## src/rtl/bcd_counter_display.sv

```systemverilog
// bcd_counter_display: DIGITS-decade BCD up/down counter with load, wrap/saturate, carry pulse and held 7-seg display
//    clk, reset (async high)  | en, up, load, load_val[4*DIGITS] | hold
//    bcd[4*DIGITS] count      | seg[7*DIGITS] a..g per digit       | carry_out, load_err pulses
module bcd_counter_display #(
   parameter int DIGITS   = 4,
   parameter bit SATURATE = 1'b0
) (
   input  logic                  clk,
   input  logic                  reset,
   input  logic                  en,
   input  logic                  up,
   input  logic                  load,
   input  logic [4*DIGITS-1:0]   load_val,
   input  logic                  hold,
   output logic [4*DIGITS-1:0]   bcd,
   output logic [7*DIGITS-1:0]   seg,
   output logic                  carry_out,
   output logic                  load_err
);
   localparam logic [4*DIGITS-1:0] MAX_V = {DIGITS{4'h9}};
   logic [4*DIGITS-1:0] count_q, count_d, disp_q, disp_d, inc, dec;
   logic carry_q, carry_d, load_err_q, load_err_d;
   logic all9, all0, ld_ok;
   logic [3:0] d;
   function automatic logic [6:0] seg7(input logic [3:0] v);
      case (v)
         4'd0: seg7 = 7'b1111110;
         4'd1: seg7 = 7'b0110000;
         4'd2: seg7 = 7'b1101101;
         4'd3: seg7 = 7'b1111001;
         4'd4: seg7 = 7'b0110011;
         4'd5: seg7 = 7'b1011011;
         4'd6: seg7 = 7'b1011111;
         4'd7: seg7 = 7'b1110000;
         4'd8: seg7 = 7'b1111111;
         4'd9: seg7 = 7'b1111011;
         default: seg7 = 7'b0000000;
      endcase
   endfunction
   // Ripple the decade carry/borrow: all9/all0 end up true only when every digit is 9/0.
   always_comb begin
      inc = count_q;
      dec = count_q;
      all9 = 1'b1;
      all0 = 1'b1;
      ld_ok = 1'b1;
      d = 4'd0;
      for (int i = 0; i < DIGITS; i++) begin
         d = count_q[4*i +: 4];
         inc[4*i +: 4] = all9 ? (d == 4'd9 ? 4'd0 : d + 4'd1) : d;
         dec[4*i +: 4] = all0 ? (d == 4'd0 ? 4'd9 : d - 4'd1) : d;
         all9 = all9 & (d == 4'd9);
         all0 = all0 & (d == 4'd0);
         ld_ok = ld_ok & (load_val[4*i +: 4] <= 4'd9);
      end
   end
   // In saturate mode carry also flags the step that first reaches the limit.
   always_comb begin
      count_d = load ? (ld_ok ? load_val : count_q)
              : !en ? count_q
              : up ? ((SATURATE && all9) ? count_q : inc)
              : ((SATURATE && all0) ? count_q : dec);
      carry_d = !load && en && (SATURATE ? (up ? (all9 || inc == MAX_V) : (all0 || dec == '0))
                                         : (up ? all9 : all0));
      load_err_d = load && !ld_ok;
      disp_d = hold ? disp_q : count_q;
   end
   always_ff @(posedge clk or posedge reset) begin
      if (reset) begin
         count_q <= '0;
         disp_q <= '0;
         carry_q <= 1'b0;
         load_err_q <= 1'b0;
      end else begin
         count_q <= count_d;
         disp_q <= disp_d;
         carry_q <= carry_d;
         load_err_q <= load_err_d;
      end
   end
   always_comb begin
      seg = '0;
      for (int i = 0; i < DIGITS; i++) seg[7*i +: 7] = seg7(disp_q[4*i +: 4]);
   end
   assign bcd = count_q;
   assign carry_out = carry_q;
   assign load_err = load_err_q;
endmodule

```

## config.mk

```make
export PLATFORM = sky130hd
export DESIGN_NAME = bcd_counter_display
export DESIGN_NICKNAME = d
export VERILOG_FILES = /design/src/rtl/bcd_counter_display.sv
export SDC_FILE = /design/constraint.sdc
export NUM_CORES = 1
export LEC_CHECK = 0
export CORE_UTILIZATION = 40
export CTS_CLUSTER_DIAMETER = 30
export DETAILED_ROUTE_END_ITERATION = 8
export GPL_TIMING_DRIVEN = 0
export PLACE_DENSITY_LB_ADDON = 0.25
export SKIP_LAST_GASP = 1
export SYNTH_ARGS = -nofsm -noshare
export SYNTH_HDL_FRONTEND = slang
export SYNTH_SLANG_ARGS = --single-unit
```

## constraint.sdc

```tcl
create_clock -name clk -period 2.4 [get_ports clk]
set_clock_uncertainty 0.15 [all_clocks]
set_input_delay 0.48 -clock clk [delete_from_list [all_inputs] [get_ports clk]]
set_output_delay 0.48 -clock clk [all_outputs]
set_load 0.1 [all_outputs]
```

==> results.yml <==
min_path:
  holdCritStartpoint: "disp_q[8]$_DFFE_PP0N_"
  min_path_cells: 2
  hold_class: "flop to flop"
  min_to: "disp_q[8]$_DFFE_PP0N_"
clocking:
  cts_tree: "built"
  clkSinkCount: 34
  cts-root-buf: "clkbuf_8"
  numCtsBuffers: 5
  path_clk_slew_ns: 0.06
  cts_max_path_buffers: 2
  h-tree-depth: 2
  clock_latency_ns: 0.28
critical_path:
  cp-end-kind: "flop"
  path_cells: "buf_6, or4_4, nor4b_4, nor3_2, nor2_4, mux2_4"
  slowest_stage: "or4_4"
  crit_arrival_ns: 2.36
  r2r_slack_ns: 0.06
  r2r_start: "bcd[3]$_DFFE_PP0P_"
  critPathKind: "flop to flop"
  worstSetupStartpointType: "flop"
  crit_required_ns: 2.42
  ff2ff_path_depth: 6
  cpPeakStageDelay_ns: 0.52
  r2r-end: "bcd[13]$_DFFE_PP0P_"
  path_max_fanout: 9
  path_buf_inv: 1
  cpLargestDelayFamily: "simple AND/OR/NAND/NOR gates"
flow_run:
  max_cap_violations: 0
sta:
  worst_pin_slew_ns: 0.982
  fmax_ghz: 0.427
  finalMaxSlewViolations: 0
  setup_violations: 0
  fin_setup_tns_ns: 0
  grt_setup_unrepaired: "yes"
  maxSlewHeadroom_pct: 34.5
  final_hold_viol_count: 0
  fin_crit_ns: 2.34
  fin_ws_ns: 0.0556
  fin_crit_sh_pct: 97.7
floorplanning:
  die_y_um: 88.4
  core_area_um2: 7210
  fp-row-count: 31
  die_w_um: 88.4
  io_pins: 68
  dieArea_um2: 7810
  start_util_pct: 41.3
yosys:
  ys_seq_elements: 34
  yosysTopAreaCell: "dfrtp_1"
  synth.distinct_cells: 62
  synth_edf_count: 0
  synthCells: 354
  synthMuxAreaShare_pct: 8.52
  synth_seq_area_share_pct: 28.5
  synth_xor_area_share_pct: 2.06
  synthAdderAreaFrac_pct: 10.1
  synth_area_um2: 2980
  synth_compound_area_share_pct: 25.8
  syn_nets: 400
  synth_top_area_share_pct: 28.5
  avgSynthCellArea_um2: 8.43
  ys_top_cells_by_area: "dfrtp_1, ha_1, mux2_2"
  yosysWarnings: 0
  synth_ff_type: "dfrtp_1"
  async_flop_share_pct: 100
  synth_top_family_by_area: "compound AO/OA/AOI/OAI gates"
  synth-simple-area-share_pct: 17.4
placed_design:
  post-place-ws_ns: -0.530
  gp_congestion: 0.879
  post_dp_cell_area_um2: 3890
  place_hpwl_um: 5780
  io_buffers: 66
final_layout:
  ff_latch_area_um2: 876
  nNetsFinal: 476
  antenna_cells: 0
  multi_input_area_um2: 2020
  finalInstanceArea_um2: 3990
  drive_gt1_share_pct: 26.7
  areaGrowthSynthToFinish_pct: 33.6
  final_util_pct: 55.3
  nFillCells: 710
route:
  drt-total-wl_um: 7760
  ant_nets: 0
  drc: 0
  vias_per_cell: 5.51
  first_iter_violations: 272
  first_pass_iters: 6
  wl_per_cell_um: 14.7
  vias: 2914
global_route:
  antenna_found_initial: 0
  grt_pass1_wl_um: 12400
  overflow: 0
  grt_pass1_vias: 2629
  track_usage_pct: 20.3
  grt_max_degree: 35
outcome:
  status: "complete, no violations"
## per-stage QoR
stage	hold WS, ns	cells
after CTS	0.423	528
after global placement	0.399	519
final	0.419	529
after global routing	0.463	529
after detailed placement	0.407	519
after floorplan	0.357	354
## worst min-delay path, stage by stage, from the launching register on
cell and delay, ns:
dfrtp_1 0.41, nand2_1 0.06, o21ai_0 0.06
## final cells by class
type / instances / area share, %
Multi-Input combinational cell: 263 / 50.8
Sequential cell: 34 / 22.0
Timing Repair Buffer: 75 / 16.8
Tap cell: 99 / 3.11
Buffer: 23 / 2.82
Inverter: 28 / 2.64
Clock buffer: 7 / 1.91
## kinds of logic (layout without fill, tap and decap cells)
group                    count (synthesis)  after routing
buffers and inverters                   57            133
adder cells (fa/ha/maj)                 24             24
AND/OR/NAND/NOR                         95             95
multiplexers                            23             23
XOR/XNOR                                 7              7
flip-flops                              34             34
AO/OA/AOI/OAI                          114            114
## how the worst max path moves through the flow
stage / start / to / slack (ns) / cells past startpoint
floorplan: disp_q[5]$_DFFE_PP0N_ / seg[10] / -0.45 / 4
global route: disp_q[5]$_DFFE_PP0N_ / seg[10] / -0.04 / 6
global placement: disp_q[5]$_DFFE_PP0N_ / seg[10] / -0.50 / 6
detailed placement: disp_q[5]$_DFFE_PP0N_ / seg[10] / -0.53 / 6
CTS: disp_q[5]$_DFFE_PP0N_ / seg[10] / -0.14 / 6
finish: bcd[3]$_DFFE_PP0P_ / bcd[13]$_DFFE_PP0P_ / 0.06 / 6
## cells in the final DEF (no fill, tap or decap), types with 5 or more instances in the layout
| cell | netlist | final |
|---|---|---|
| nand2_1 | 30 | 30 |
| inv_1 | 28 | 26 |
| ha_1 | 24 | 24 |
| o21ai_0 | 33 | 20 |
| dfrtp_1 | 34 | 20 |
| clkdlybuf4s50_1 | 0 | 19 |
| buf_4 | 0 | 18 |
| clkbuf_1 | 21 | 16 |
| mux2_2 | 16 | 16 |
| dlygate4sd2_1 | 0 | 16 |
| nor2_1 | 15 | 15 |
| nand2b_1 | 12 | 12 |
| a21oi_1 | 13 | 12 |
| o21ai_2 | 2 | 11 |
| dfrtp_2 | 0 | 11 |
| nor3_1 | 10 | 10 |
| buf_6 | 1 | 9 |
| o21a_1 | 7 | 7 |
| buf_2 | 4 | 7 |
| xnor2_1 | 7 | 7 |
| o22ai_1 | 13 | 7 |
| clkbuf_4 | 0 | 7 |
| a31oi_1 | 7 | 6 |
| clkbuf_8 | 0 | 6 |
| o22ai_2 | 0 | 6 |
| a21o_1 | 5 | 5 |
## cells in the mapped netlist, types with 5 or more instances
| cell type | n |
|---|---|
| nand2_1 | 30 |
| o21a_1 | 7 |
| a21o_1 | 5 |
| clkbuf_1 | 21 |
| nor3_1 | 10 |
| a21oi_1 | 13 |
| nand2b_1 | 12 |
| o21ai_0 | 33 |
| mux2_2 | 16 |
| o22ai_1 | 13 |
| ha_1 | 24 |
| inv_1 | 28 |
| xnor2_1 | 7 |
| a31oi_1 | 7 |
| nor2_1 | 15 |
| dfrtp_1 | 34 |
## repair_timing
item                                    4_1_cts  5_1_grt
hold endpoints to repair                      0        0
hold buffers                                  0        0
resized for setup                           170       33
pin swaps                                     1        5
endpoints found under the setup margin       54       34
setup buffers                                 2        7
## sequential cells by signal (all words and copies together), names as in the netlist
register	count
load_err	1
bcd	16
disp_q	16
carry_out	1
## per-layer routing
metal	vias to the layer above	global-route usage, %	wire length, µm
met5	-	0	0
met2	102	32.5	3580
met3	10	3.36	421
li1	1419	-	-
met4	0	6.01	77
met1	1383	28.2	3680
Power is left out: the tool's default activity adds up to more than one toggle a clock period on the data nets, which glitch-free logic cannot reach.
